## config.mk

```make
export PLATFORM = sky130hd
export DESIGN_NAME = req_queue
export DESIGN_NICKNAME = d
export VERILOG_FILES = /design/src/rtl/req_queue.sv
export SDC_FILE = /design/constraint.sdc
export NUM_CORES = 1
export LEC_CHECK = 0
export BUFFER_PORTS_ARGS = -buffer_cell sky130_fd_sc_hd__clkbuf_2
export CAP_MARGIN = 40
export CELL_PAD_IN_SITES_DETAIL_PLACEMENT = 0
export CELL_PAD_IN_SITES_GLOBAL_PLACEMENT = 1
export CORE_UTILIZATION = 25
export DETAILED_ROUTE_END_ITERATION = 12
export PLACE_DENSITY = 0.47
export SLEW_MARGIN = 15
export SYNTH_ARGS = -nofsm -noshare
export SYNTH_HDL_FRONTEND = slang
export SYNTH_SLANG_ARGS = --single-unit
```

## constraint.sdc

```tcl
create_clock -name clk -period 2.15 [get_ports clk]
set_input_delay 0.43 -clock clk [delete_from_list [all_inputs] [get_ports clk]]
set_output_delay 0.43 -clock clk [all_outputs]
set_load 0.02 [all_outputs]
```

## src/rtl/req_queue.sv

```systemverilog
// Request FIFO feeding the SPI serializer: buffers {opcode, addr} requests and
// hands them out over a valid/ready handshake with a sticky overflow flag.
module req_queue #(
    parameter int ADDRW   = 8,
    parameter int OPCODEW = 2,
    parameter int DEPTH   = 4,
    localparam int CNTW   = $clog2(DEPTH + 1),
    localparam int PTRW   = $clog2(DEPTH)
) (
    input  logic               clk,
    input  logic               rst,
    input  logic               flush,
    input  logic               in_valid,
    input  logic [OPCODEW-1:0] in_opcode,
    input  logic [ADDRW-1:0]   in_addr,
    output logic               in_ready,
    output logic               out_valid,
    output logic [OPCODEW-1:0] out_opcode,
    output logic [ADDRW-1:0]   out_addr,
    input  logic               out_ready,
    output logic [CNTW-1:0]    count,
    output logic               overflow
);
    localparam int DW = OPCODEW + ADDRW;

    logic [DW-1:0]   mem_reg [DEPTH];
    logic [PTRW-1:0] wr_ptr_reg;
    logic [PTRW-1:0] rd_ptr_reg;
    logic [CNTW-1:0] count_reg;
    logic [CNTW-1:0] count_next;
    logic            overflow_reg;

    logic full;
    logic empty;
    logic push;
    logic pop;

    // Full/empty come from the counter alone, so in_ready never depends on out_ready.
    assign full  = (count_reg == CNTW'(DEPTH));
    assign empty = (count_reg == '0);
    assign push  = in_valid && !full;
    assign pop   = !empty && out_ready;

    assign in_ready   = !full;
    assign out_valid  = !empty;
    assign count      = count_reg;
    assign overflow   = overflow_reg;
    assign {out_opcode, out_addr} = mem_reg[rd_ptr_reg];

    generate
        for (genvar gi = 0; gi < DEPTH; gi++) begin : g_mem
            always_ff @(posedge clk) begin
                if (rst) begin
                    mem_reg[gi] <= '0;
                end else if (push && !flush && (wr_ptr_reg == PTRW'(gi))) begin
                    mem_reg[gi] <= {in_opcode, in_addr};
                end
            end
        end
    endgenerate

    always_comb begin
        count_next = count_reg;
        case ({push, pop})
            2'b10:   count_next = count_reg + CNTW'(1);
            2'b01:   count_next = count_reg - CNTW'(1);
            default: count_next = count_reg;
        endcase
    end

    always_ff @(posedge clk) begin
        if (rst || flush) begin
            wr_ptr_reg <= '0;
            rd_ptr_reg <= '0;
            count_reg  <= '0;
        end else begin
            if (push) begin
                wr_ptr_reg <= wr_ptr_reg + PTRW'(1);
            end
            if (pop) begin
                rd_ptr_reg <= rd_ptr_reg + PTRW'(1);
            end
            count_reg <= count_next;
        end
    end

    // Sticky: a rejected push is recorded even in a flush cycle; only rst clears it.
    always_ff @(posedge clk) begin
        if (rst) begin
            overflow_reg <= 1'b0;
        end else if (in_valid && full) begin
            overflow_reg <= 1'b1;
        end
    end
endmodule

```

Word level (Yosys, flattened, before mapping)
Memory sizes are Yosys's and may differ from the RTL's. A register that Yosys moved wholly into a read port is not among the register bits.
Index checks and enable logic that the tools add are counted.
W data, S select, Z words.
Operators by class
  mux-type cells: 21
  bitwise logic cells: 4
  reduce and logical (&&, ||, !) cells: 15
  eq/ne operators: 6
  add/subtract/negate cells: 4
Operator list (count)
  $mux W10: 4
  $mux W1: 14
  $logic_and A1 B1 Y1: 8
  $eq A2 B2 Y1 const B: 3
  $pmux W3 S2: 1
  $add A2 B1 Y2 const B: 2
  $eq A2 B1 Y1 const B: 2
  $mux W2: 2
  $or A1 B1 Y1: 4
  $add A3 B1 Y3 const B: 1
  $eq A3 B3 Y1 const B: 1
  $logic_not A1 Y1: 3
  $logic_not A3 Y1: 1
  $sub A3 B1 Y3 const B: 1
  $logic_not A2 Y1: 1
  $reduce_bool A2 Y1: 1
  $logic_or A1 B1 Y1: 1
Word-level totals
  output and inout port bits: 16
  register bits: 8
  memories: 1
  RAM bits: 40
Memory list
  mem_reg: depth 4, width 10, read ports 1, clocked after memory_dff 1, wr ports 4, RTL line 26  | logic [DW-1:0] mem_reg [DEPTH];

Logic depth before layout (Yosys ltp)
  depth after elaboration: 9
  depth in mapped cells: 9

Least setup slack after synthesis
No wires, ideal clock.
  path type: reg2reg
  start point: register count_reg[2] (netlist: count[2])
  end point: register count_reg[2] (netlist: count[2])
  setup slack: -0.209 ns
  clock period less this slack: 2.359 ns
  setup time: 0.070 ns
  cell stages (with the launch flop): 10
  data arrival time: 2.289 ns
  path through: dfxtp_1 -> or3b_1 -> buf_6 -> nand2_2 -> ha_1 -> inv_1 -> fa_1 -> xor2_1 -> or3_1 -> a21oi_1
On the way
  longest elaborated chain between the ends: 5
  elaborated cells on any way between the ends: 12
  classes of those cells: add/sub (2); eq/ne (3); mux (1); reduce/logical (6)
RTL lines
  from (decl): RTL line 29  | logic [CNTW-1:0] count_reg;
  from (signal assigned): RTL line 83  | count_reg <= count_next;
  $eq A3 B3 Y1 *: RTL line 39  | assign full = (count_reg == CNTW'(DEPTH));
  $logic_not A1 Y1 *
  named net in_ready: RTL line 16  | output logic in_ready,
  $logic_and A1 B1 Y1 *: RTL line 41  | assign push = in_valid && !full;
  $eq A2 B1 Y1 or $eq A2 B2 Y1 (tied branches): RTL line 64  | case ({push, pop})
  $pmux W3 S2 or $reduce_bool A2 Y1 (tied branches)
The timed path passes the listed nets; every way through them passes the cells marked *.
A chain may end at the register's enable or synchronous reset.

Final worst setup path
  start point: register count_reg[1] (netlist: count[1])
  end point: register count_reg[2] (netlist: count[2])
On the way
  longest elaborated chain between the ends: 5
  elaborated cells on any way between the ends: 12
  classes of those cells: add/sub (2); eq/ne (3); mux (1); reduce/logical (6)
RTL lines (RTL line)
  $eq A3 B3 Y1 or $logic_not A3 Y1 (tied branches): 39, 40
  $logic_not A1 Y1 (on tied branches): 41, 42
  $logic_and A1 B1 Y1 (on tied branches): 41, 42
  $eq A2 B1 Y1 or $eq A2 B2 Y1 (tied branches): 64
  $pmux W3 S2 or $reduce_bool A2 Y1 (tied branches)
Parallel ways exist; a longest one is shown, timed or not.

==> results.json <==
{
  "status": "completed",
  "timing.slew.headroom_pct": 78.64,
  "vias": 1400,
  "syn_nets": 188,
  "post_cts_buffers": 0,
  "synth_edf_count": 40,
  "synth_top_area_share_pct": 52.83,
  "hold_viol_final": 0,
  "p_leak_nw": 1.015,
  "path_cells": "or3b_4, nand2_4, ha_4, inv_1, fa_2, xor2_1, or3_1, a21oi_1",
  "yosysTopAreaCell": "edfxtp_1",
  "irDropWorstVdd_mv": 0.2358,
  "antenna_found_initial": 0,
  "fin_tns_setup_ns": 0,
  "ctsLongestPathBuffers": 2,
  "synthToLayoutAreaGrowth_pct": 19.43,
  "total_power_mw": 1.822,
  "crit_family": "simple AND/OR/NAND/NOR gates",
  "clk_latency_ns": 0.30,
  "largest_reg_flops": 40,
  "clockRootBuffer": "clkbuf_8",
  "cts.htree.levels": 2,
  "synth_cells": 167,
  "drv_slew": 0,
  "clkTransAtPathRegs_ns": 0.09,
  "routed_wirelength_um": 5040,
  "crit_buf_inv": 1,
  "synth.distinct_cells": 26,
  "max_stage_delay_ns": 0.41,
  "ys_seq_area_share_pct": 61.64,
  "path_class": "reg2reg",
  "final_cells": 319,
  "placed_cell_area_sq_um": 2628,
  "cp_num_cells": 8,
  "slowest_stage": "or3b_4",
  "powerDensity_nw_per_um2": 671.2,
  "grt_usage_pct": 11.25,
  "syn-mean-instance-area_sq_um": 13.61,
  "remaining_drc_errors": 0,
  "drtAntennaViolNets": 0,
  "hpwl_um": 3423,
  "cts_tree": "done",
  "diodes": 0,
  "synthTopCellsByArea": "edfxtp_1 (53%), mux4_2 (9.9%), dfxtp_1 (8.8%)",
  "grt_pass1_vias": 1478,
  "whs_ns": 0.4954,
  "synth_seq_cells": 50,
  "hold_depth": 3,
  "fmax_mhz": 489.7,
  "wl_per_cell_um": 15.80,
  "worstMarginPinSlew_ns": 0.3155,
  "num_rows": 34,
  "arrival_ns": 2.27,
  "nets": 231,
  "drive_gt1_share_pct": 35.07,
  "yosysWarnings": 0,
  "die_h_um": 97.36,
  "start_kind": "flop",
  "setup_viol": 0,
  "start_util_pct": 25.94,
  "drv_cap": 0,
  "synth_ff_type": "edfxtp_1",
  "io_pins": 31,
  "fin_area_sq_um": 2715,
  "grt_pass1_wl_um": 7872,
  "rsz0062_at_grt": "no",
  "finClkSkew_ns": 0.007446,
  "die_w_um": 97.36,
  "numPortBuffers": 30,
  "viasPerCell": 4.389,
  "die_area_sq_um": 9479,
  "dp_slack_ns": 0.09369,
  "core_sq_um": 8763,
  "period_share_pct": 94.97,
  "grt_max_degree": 16,
  "dpl.cell_count": 311,
  "drtIter0Drc": 36,
  "grt_overflow": 0,
  "cts_buffers": 5,
  "ys_async_sr_fraction_pct": 0,
  "clock_sinks": 50,
  "hold_path_class": "in2reg",
  "first_pass_iters": 4,
  "globalplace.congestion": 0.7429,
  "ff2ff_path_depth": 8,
  "synth_area_sq_um": 2273,
  "min_period_ns": 2.042,
  "cp_max_fo": 3,
  "cp_data_required_time_ns": 2.38,
  "endpoint_kind": "flop",
  "holdBufCountCts": 0,
  "worst_slack_ns": 0.1081,
  "final_util_pct": 30.98
}
==> final cells by class <==
cell class,instances,area (sq um)
fill,894,6048
multi-input combinational,103,803.3
tap,108,135.1
clock inverter,3,16.27
inverter,5,18.77
sequential,50,1410
clock buffer,5,68.82
timing repair buffer,45,262.8
==> what timing repair did <==
item | in CTS | in global routing
hold endpoints to repair | 0 | 0
setup endpoints to repair | 0 | 1
resized for setup | 0 | 1
==> synthesized netlist by cell type, drive strengths merged, types with 2 or more instances <==
| library cell | number |
|---|---|
| nor2 | 48 |
| edfxtp | 40 |
| nand2b | 14 |
| dfxtp | 10 |
| mux4 | 10 |
| buf | 7 |
| ha | 5 |
| inv | 5 |
| nand2 | 5 |
| nand4b | 4 |
| xor2 | 3 |
| a21oi | 2 |
| clkbuf | 2 |
| mux2i | 2 |
| or3 | 2 |
==> logic make-up (layout without fill, tap and decap cells) <==
kind of cell               Yosys count  after routing  share of synthesized area (%)
AOI/OAI and AO/OA                    6              6                          1.816
xor gates and xnor gates             4              4                          1.541
adders and majority gates            6              6                          3.632
buffers and inverters               14             58                          4.017
DFF                                 50             50                          61.64
muxes                               12             12                          10.79
and+or+nand+nor                     75             75                          16.57
==> worst min-delay path: stages <==
cell,delay [ns]
clkbuf_2,0.07
nand2b_1,0.09
nor2_1,0.09
==> path summary, 6_finish.rpt <==
check	end	start	slack [ns]
worst max-delay path	count[2]	count[1]	0.11
worst min register to register	overflow	overflow	0.51
worst min-delay path	mem_reg[2][8]	in_opcode[0]	0.50
worst max register to register	count[2]	count[1]	0.11
==> routing by layer <==
layer	global-route usage [%]	part of all wire [%]	vias up
met3	2.806	4.4	4
met4	3.394	0.93	0
li1	-	-	670
met5	0	0	-
met1	13.75	43	697
met2	19.47	52	29
==> cells in the final DEF, fill, tap and decap left out, drive strengths merged, types with 2 or more instances in the layout <==
master and instances:
inv 5, or3 2, a21oi 2, xor2 3, mux4 10, buf 15, edfxtp 40, nor2 48
mux2i 2, clkinv 2, ha 5, nand4b 4, nand2 5, clkbuf 35, dfxtp 10, nand2b 14
==> power by group <==
part / switching, mW / internal, mW / leakage, nW
registers: 0.0107 / 1.08 / 0.498
clock network: 0.310 / 0.223 / 0.0416
logic: 0.118 / 0.0812 / 0.476
total: 0.438 / 1.38 / 1.02
Power figures use the tool's default switching activity.
